`src/rtl/fetch_pkg.sv`:
```
// Shared widths, buffer sizing, fetch state encoding and the address legality check.
package fetch_pkg;

    localparam int INSTR_W    = 32;
    localparam int ADDR_W     = 32;
    localparam int FIFO_DEPTH = 2;
    localparam int FIFO_CNT_W = 2;
    localparam int PAYLOAD_W  = ADDR_W + INSTR_W;

    typedef enum logic {
        RUN  = 1'b0,
        HALT = 1'b1
    } fetch_state_t;

    // A fetch address is usable only when word aligned and inside the memory.
    function automatic logic addr_legal(input logic [ADDR_W-1:0] addr,
                                        input logic [ADDR_W-1:0] last_addr);
        return (addr[1:0] == 2'b00) && (addr <= last_addr);
    endfunction

endpackage

```
`src/rtl/fetch_skid_fifo.sv`:
```
// Two-entry in-order buffer of {pc, instr}; push and pop may coincide, flush empties it.
module fetch_skid_fifo
    import fetch_pkg::*;
(
    input  logic                  clk,
    input  logic                  rst_n,
    input  logic                  push,
    input  logic                  pop,
    input  logic                  flush,
    input  logic [PAYLOAD_W-1:0]  push_data,
    output logic [PAYLOAD_W-1:0]  head_data,
    output logic [FIFO_CNT_W-1:0] count
);

    logic [PAYLOAD_W-1:0]  entry_q [FIFO_DEPTH];
    logic                  rd_ptr_q;
    logic                  wr_ptr_q;
    logic [FIFO_CNT_W-1:0] count_q;

    // Storage, pointers and occupancy; flush wins over any push/pop in the same cycle.
    always_ff @(posedge clk or negedge rst_n) begin
        if (!rst_n) begin
            for (int i = 0; i < FIFO_DEPTH; i++) begin
                entry_q[i] <= '0;
            end
            rd_ptr_q <= 1'b0;
            wr_ptr_q <= 1'b0;
            count_q  <= '0;
        end else if (flush) begin
            rd_ptr_q <= 1'b0;
            wr_ptr_q <= 1'b0;
            count_q  <= '0;
        end else begin
            if (push) begin
                entry_q[wr_ptr_q] <= push_data;
                wr_ptr_q          <= ~wr_ptr_q;
            end
            if (pop) begin
                rd_ptr_q <= ~rd_ptr_q;
            end
            count_q <= count_q + FIFO_CNT_W'(push) - FIFO_CNT_W'(pop);
        end
    end

    assign head_data = entry_q[rd_ptr_q];
    assign count     = count_q;

endmodule

```
`src/rtl/instr_fetch_unit.sv`:
```
// Sequential instruction fetcher over a 1-cycle-latency memory, with redirect and fault halt.
//
// state | meaning
// ------+-----------------------------------------------------------
// RUN   | fetches issue whenever the output buffer has room
// HALT  | an illegal address was hit; nothing issues until a legal redirect
module instr_fetch_unit
    import fetch_pkg::*;
#(
    parameter logic [ADDR_W-1:0] RESET_PC  = 32'h0000_0000,
    parameter int                MEM_BYTES = 256
) (
    input  logic               clk,
    input  logic               rst_n,
    output logic [ADDR_W-1:0]  mem_addr,
    input  logic [INSTR_W-1:0] mem_rdata,
    input  logic               redirect_valid,
    input  logic [ADDR_W-1:0]  redirect_pc,
    output logic               out_valid,
    input  logic               out_ready,
    output logic [INSTR_W-1:0] out_instr,
    output logic [ADDR_W-1:0]  out_pc,
    output logic               fault,
    output logic [ADDR_W-1:0]  fault_pc
);

    localparam logic [ADDR_W-1:0] LAST_ADDR = ADDR_W'(MEM_BYTES - 4);

    fetch_state_t          state_q, state_d;
    logic [ADDR_W-1:0]     fetch_pc_q, fetch_pc_d;
    logic                  pending_q, pending_d;
    logic [ADDR_W-1:0]     pending_pc_q, pending_pc_d;
    logic                  fault_q, fault_d;
    logic [ADDR_W-1:0]     fault_pc_q, fault_pc_d;

    logic                  issue;
    logic                  room;
    logic                  pop;
    logic                  push;
    logic [FIFO_CNT_W-1:0] fifo_count;
    logic [PAYLOAD_W-1:0]  head_data;
    logic [2:0]            occupancy;

    assign mem_addr  = redirect_valid ? redirect_pc : fetch_pc_q;
    assign out_valid = (fifo_count != '0) && !redirect_valid;
    assign pop       = out_valid && out_ready;
    // The response in flight during a redirect belongs to the old stream.
    assign push      = pending_q && !redirect_valid;

    // Buffered plus in-flight entries, less the one leaving, must stay under the depth.
    assign occupancy = {1'b0, fifo_count} + {2'b00, pending_q};
    assign room      = occupancy < (3'd2 + {2'b00, pop});

    fetch_skid_fifo u_fifo (
        .clk       (clk),
        .rst_n     (rst_n),
        .push      (push),
        .pop       (pop),
        .flush     (redirect_valid),
        .push_data ({pending_pc_q, mem_rdata}),
        .head_data (head_data),
        .count     (fifo_count)
    );

    assign {out_pc, out_instr} = head_data;
    assign fault               = fault_q;
    assign fault_pc            = fault_pc_q;

    // State and fetch bookkeeping registers.
    always_ff @(posedge clk or negedge rst_n) begin
        if (!rst_n) begin
            state_q      <= RUN;
            fetch_pc_q   <= RESET_PC;
            pending_q    <= 1'b0;
            pending_pc_q <= '0;
            fault_q      <= 1'b0;
            fault_pc_q   <= '0;
        end else begin
            state_q      <= state_d;
            fetch_pc_q   <= fetch_pc_d;
            pending_q    <= pending_d;
            pending_pc_q <= pending_pc_d;
            fault_q      <= fault_d;
            fault_pc_q   <= fault_pc_d;
        end
    end

    // Issue decision, halt on illegal addresses, resume on a legal redirect.
    always_comb begin
        state_d      = state_q;
        fetch_pc_d   = fetch_pc_q;
        pending_d    = 1'b0;
        pending_pc_d = pending_pc_q;
        fault_d      = fault_q;
        fault_pc_d   = fault_pc_q;
        issue        = 1'b0;

        if (redirect_valid) begin
            // The flush empties the buffer, so a legal redirect always has room.
            if (addr_legal(redirect_pc, LAST_ADDR)) begin
                issue   = 1'b1;
                state_d = RUN;
                fault_d = 1'b0;
            end else begin
                state_d    = HALT;
                fault_d    = 1'b1;
                fault_pc_d = redirect_pc;
            end
        end else if (state_q == RUN && room) begin
            if (addr_legal(fetch_pc_q, LAST_ADDR)) begin
                issue = 1'b1;
            end else begin
                state_d    = HALT;
                fault_d    = 1'b1;
                fault_pc_d = fetch_pc_q;
            end
        end

        if (issue) begin
            pending_d    = 1'b1;
            pending_pc_d = mem_addr;
            fetch_pc_d   = mem_addr + 32'd4;
        end
    end

endmodule

```
`config.mk`:
```
export PLATFORM = sky130hd
export DESIGN_NAME = instr_fetch_unit
export DESIGN_NICKNAME = d
export VERILOG_FILES = /design/src/rtl/fetch_pkg.sv /design/src/rtl/fetch_skid_fifo.sv /design/src/rtl/instr_fetch_unit.sv
export SDC_FILE = /design/constraint.sdc
export NUM_CORES = 1
export LEC_CHECK = 0
export ABC_CLOCK_PERIOD_IN_PS = 1950
export BUFFER_PORTS_ARGS = -buffer_cell sky130_fd_sc_hd__buf_2
export CORE_MARGIN = 8
export CORE_UTILIZATION = 35
export CTS_BUF_LIST = sky130_fd_sc_hd__clkbuf_4 sky130_fd_sc_hd__clkbuf_8
export CTS_CLUSTER_DIAMETER = 120
export DETAILED_ROUTE_END_ITERATION = 12
export PLACE_DENSITY_LB_ADDON = 0.15
export REMOVE_ABC_BUFFERS = 1
export SETUP_SLACK_MARGIN = 0.3
export SLEW_MARGIN = 20
export SYNTH_ARGS = -nofsm -noshare
export SYNTH_HDL_FRONTEND = slang
export SYNTH_SLANG_ARGS = --single-unit
```
`constraint.sdc`:
```
create_clock -name clk -period 1.95 [get_ports clk]
set_input_delay 0.195 -clock clk [delete_from_list [all_inputs] [get_ports clk]]
set_output_delay 0.195 -clock clk [all_outputs]
set_load 0.01 [all_outputs]
```
## Yosys cells after proc, flatten, opt, wreduce, memory -nomap -nowiden

Cells that the tools add are included.
Widths: inputs -> output; s select.

- Word-level logic and storage cells: 71
- Register bits after elaboration: 230
- Output and inout port bits: 130
- Input bits: 68

- Bitwise operators: 6
- Equal/unequal tests: 2
- Reduce and logical (&&, ||, !) cells: 17
- $add $sub $neg: 5
- Magnitude comparators: 6
- Muxes and demuxes: 25

Operator list:

| operator | count |
|---|---|
| $mux 64 | 4 |
| $mux 32 | 5 |
| $bwmux 128 | 1 |
| $demux 64 s1 | 1 |
| $le 32x8->1 const B | 2 |
| $add 32x3->32 const B | 1 |
| $mux 1 | 13 |
| $reduce_bool 2->1 | 4 |
| $logic_and 1x1->1 | 7 |
| $ge 2x2->1 const B | 2 |
| $logic_not 2->1 | 2 |
| $ne 2x2->1 const B | 2 |
| $not 1->1 | 4 |
| $not 1->2 | 2 |
| $reduce_and 2->1 | 2 |
| $add 2x1->3 | 1 |
| $add 2x1->3 const A | 1 |
| $lt 3x3->1 | 1 |
| $reduce_and 3->1 | 1 |
| $add 2x1->2 | 1 |
| $lt 2x1->1 const B | 1 |
| $mux 2 | 1 |
| $sub 2x1->2 | 1 |
| $logic_not 1->1 | 1 |

## Depth between registers and ports, before layout

- Depth after elaboration: 9
- Gate-level depth with buffers: 9
- Gate-level depth less buffers: 9

## By module

A second synthesis with hierarchy kept.

- Cells, all modules: 639
- Area, all modules: 10075.9 um^2

Modules (own cells, without submodules):

| module | seq. area each (um^2) | times used | area an instance (um^2) | cells each |
|---|---|---|---|---|
| fetch_skid_fifo | 3303.2 | 1 | 6048.3 | 358 |
| instr_fetch_unit | 2402.3 | 1 | 4027.6 | 281 |

## Worst setup path after synthesis

OpenSTA, ideal clock, no wires.

- Path type: register to register
- Start: register pending_q
- End: register fault_pc_q[10] (netlist: fault_pc[10])
- Data arrival time: 1.903 ns
- Stages on the path, launching flop included: 8
- Clock period less this slack: 2.028 ns
- Library setup time: 0.125 ns
- Required time: 1.825 ns
- Buffers on the path: 1
- Path slack: -0.078 ns
- Path through: dfrtp_1 > ha_1 > ha_1 > nor3_1 > a211oi_2 > nor2_2 > buf_2 > mux2_2

- Cells in the longest elaborated chain, start to end: 5

Ends and longest elaborated chain:

| what | RTL line | source |
|---|---|---|
| start, declared | instr_fetch_unit.sv:31 | `logic pending_q, pending_d;` |
| start signal, assigned | instr_fetch_unit.sv:81 | `pending_q <= pending_d;` |
| $add 2x1->3 | instr_fetch_unit.sv:51 | `assign occupancy = {1'b0, fifo_count} + {2'b00, pending_q};` |
| $lt 3x3->1 | instr_fetch_unit.sv:52 | `assign room = occupancy < (3'd2 + {2'b00, pop});` |
| $logic_and 1x1->1 | instr_fetch_unit.sv:109 | `end else if (state_q == RUN && room) begin` |
| $reduce_bool 2->1 (no line) | n/a |  |
| $reduce_and 3->1 (no line) | n/a |  |
| end signal, assigned | instr_fetch_unit.sv:84 | `fault_pc_q <= fault_pc_d;` |
| end, declared | instr_fetch_unit.sv:34 | `logic [ADDR_W-1:0] fault_pc_q, fault_pc_d;` |

Every way passes these cells.
A chain may end at the register's enable or synchronous reset.

## Worst setup path in the final report

- Start: register fetch_pc_q[19]
- End: register fetch_pc_q[7]

- Cells in the longest elaborated chain, start to end: 5

Ends and longest elaborated chain:

| what | RTL line | source |
|---|---|---|
| start, declared | instr_fetch_unit.sv:30 | `logic [ADDR_W-1:0] fetch_pc_q, fetch_pc_d;` |
| start signal, assigned | instr_fetch_unit.sv:80 | `fetch_pc_q <= fetch_pc_d;` |
| $le 32x8->1 | fetch_pkg.sv:18 | `return (addr[1:0] == 2'b00) && (addr <= last_addr);` |
| $logic_and 1x1->1 | fetch_pkg.sv:18 |  |
| $mux 1 | instr_fetch_unit.sv:110 | `if (addr_legal(fetch_pc_q, LAST_ADDR)) begin` |
| $mux 1 | instr_fetch_unit.sv:109 |  |
| $mux 1 | instr_fetch_unit.sv:98 | `if (redirect_valid) begin` |

Every way passes these cells.

==> impl_metrics.csv <==
group,metric,value,unit
status,status,"finished with violations",
status,violations,"setup timing",
final_layout,multi_input_area,0.00421,sq mm
floorplan,die_h,182,um
cts,clockRootBuffer,"clkbuf_8",
setup_path,critPathArrivalTime,2480,ps
synth,syn_area,0.00963,sq mm
cts,cts_buffers,42,
cts,clk_latency,530,ps
timing,slew-limit-headroom,70.8,%
timing,finalWorstSetupSlack,-111,ps
final_layout,diodes,0,
floorplan,ioPinCount,198,
synth,yosysUniqueCellTypes,29,
min_path,hold_class,"input port to register",
global_route,grt_max_degree,73,
synth,synth_seq_area_share,59.2,%
timing,period_minus_slack,2060,ps
power,power_density,1130,mW/mm^2
power,ir_drop,0.622,mV
timing,max_freq,485,MHz
route,vias,6554,
timing,hold_viol,0,
route,dr.first_iter.drc_count,275,
power,clockPowerShare,29.2,%
placed_design,pre_cts_slack,-213,ps
power,p_seq_share,37.9,%
synth,syn_inst,641,
synth,synth_area_leader_cell,"dfrtp_1",
floorplan,start_util,35.6,%
timing,tightest_slew,437,ps
setup_path,cp.required,2360,ps
final_layout,fillCellCount,2180,
route,ant_nets,0,
route,firstDrtPassIters,6,
power,p_leak,0.00729,uW
route,wl,27400,um
synth,avgSynthCellArea,15.0,sq um
power,p_int,12100,uW
final_layout,finish.net_count,1064,
setup_path,cp-start-kind,"register",
synth,synth_top_area_share,59.2,%
floorplan,die_w,182,um
global_route,grt_pass1_vias,7473,
final_layout,seq_area,0.00571,sq mm
placed_design,numPortBuffers,197,
synth,ys_warn_count,0,
timing,rsz0062_at_grt,"true",
cts,cts_tree,"done",
timing,whs,70.8,ps
power,combPwrFrac,32.9,%
floorplan,dieArea,0.0331,sq mm
global_route,grt_first_pass_wirelength,41300,um
cts,htree_num_levels,2,
floorplan,rows,60,
synth,synth_area_leaders,"dfrtp_1, mux2_2, and2_1",
route,post-route-drc-count,0,
cts,cts.path.max_buffers,3,
final_layout,stdcell_count,1359,
power,power_switching,4600,uW
global_route,antenna_found_initial,0,
synth,ys_ff_latch,228,
timing,finalSetupViolCount,129,
placed_design,placed_cells,1184,
final_layout,final_common_cell,"dfrtp_1",
route,viasPerCell,4.82,
global_route,gr-total-overflow,0,
route,avgRoutedWirePerCell,20.2,um
final_layout,final_cell_mix,"dfrtp_1, mux2_2, buf_2",
setup_path,crit_path_max_fanout,8,
setup_path,path_class,"register to register",
timing,slew_viol_final,0,
timing,fin_crit_sh,106,%
setup_path,cp-end-kind,"register",
timing,skew,19.6,ps
power,switching_share,27.5,%
global_route,grt_usage,15.4,%
cts,cts_sinks,228,
final_layout,drive_gt1_share,69.2,%
floorplan,fp.coreArea,0.0270,sq mm
placed_design,place.gp.congestion,0.776,
final_layout,synthToLayoutAreaGrowth,53.6,%
run,cap_violations,0,
cts,path_clk_slew,60,ps
placed_design,dp_hpwl,15300,um
-- final timing paths --
path | start | end | cells past startpoint | slack, ps
max in group asynchronous | rst_n | u_fifo.entry_q[69] | 3 | 980
max reg2reg | fetch_pc_q[19] | fetch_pc_q[7] | 8 | -110
min | redirect_pc[23] | fault_pc[23] | 3 | 70
min reg2reg | u_fifo.entry_q[54] | u_fifo.entry_q[54] | 1 | 500
max | fetch_pc_q[19] | fetch_pc_q[7] | 8 | -110
min in group asynchronous | rst_n | u_fifo.entry_q[14] | 2 | 190
-- cells by family (layout without fill, tap and decap cells) --
kind of cell | count (synthesis) | after routing | synth area share, %
xor gates and xnor gates | 6 | 6 | 0.545
DFF | 228 | 228 | 59.2
buffers and inverters | 40 | 417 | 2.03
and+or+nand+nor | 87 | 87 | 5.32
muxes | 268 | 268 | 31.7
adders and majority gates | 5 | 5 | 0.649
AOI/OAI and AO/OA | 7 | 7 | 0.571
-- registers in the layout, summed over array words and instances (netlist names) --
register	cells
u_fifo.entry_q	128
fault_pc	32
fetch_pc_q	32
pending_pc_q	30
u_fifo.count	2
fault	1
pending_q	1
u_fifo.rd_ptr_q	1
u_fifo.wr_ptr_q	1
-- critical path, cell delays in order, from the launching register on --
cell and delay (ps):
dfrtp_1 410, nor4_4 310, buf_4 150, nand4_1 140, o22ai_2 220, buf_4 150
nand2b_4 100, buf_12 170, mux2_4 290
-- through the flow --
stage	util (%)	setup TNS, ps	instance area [sq um]	power [uW]
2_1_floorplan	-	-240940	9460	8520
3_3_place_gp	42.0	-7450	11400	9900
3_5_place_dp	42.0	-11320	11400	10100
4_1_cts	51.3	-8890	13900	16200
5_1_grt	54.8	-17820	14800	17600
6_report	54.8	-7180	14800	16700
-- what timing repair did --
| item | 4_1_cts | 5_1_grt |
|---|---|---|
| hold buffers | 33 | 0 |
| endpoints found under the hold margin | 190 | 0 |
| resized for setup | 142 | 119 |
| buffers inserted | 30 | 14 |
| setup endpoints to repair | 215 | 294 |
| pin swaps | 16 | 7 |
| cloned | 13 | 14 |
-- power by group through the flow --
stage                     clock network (uW)  logic (uW)  registers (uW)
after floorplan                            0        2170            6350
after global placement                     0        3610            6300
after detailed placement                   0        3690            6370
after CTS                               5040        4860            6280
after global routing                    5290        5860            6460
final                                   4870        5490            6340
-- synthesized netlist by cell type, drive strengths merged --
master,instances
nand4,3
nor2,6
nor3,4
mux2i,1
clkbuf,11
o22ai,1
ha,5
a21o,1
nand2,5
o21ai,2
and2,50
nor4,11
dfrtp,228
nand3,3
mux2,267
a31oi,2
nor2b,3
xnor2,4
nand2b,1
buf,23
xor2,2
a211oi,1
nor4b,1
inv,6
-- cell type report --
type                       count  share of cell area [%]
clock buffer                  66                    5.84
clock inverter                 5                   0.355
multi-input combinational    373                    28.5
inverter                       6                   0.169
sequential                   228                    38.6
tap                          341                    2.88
timing repair buffer         340                    23.7
-- routing by layer --
metal | track usage [%] | wire length [um]
met5 | 0 | 0
met4 | 4.17 | 456
met3 | 5.35 | 2000
met2 | 25.0 | 13200
met1 | 19.3 | 11800
(Power assumes the default switching activity.)
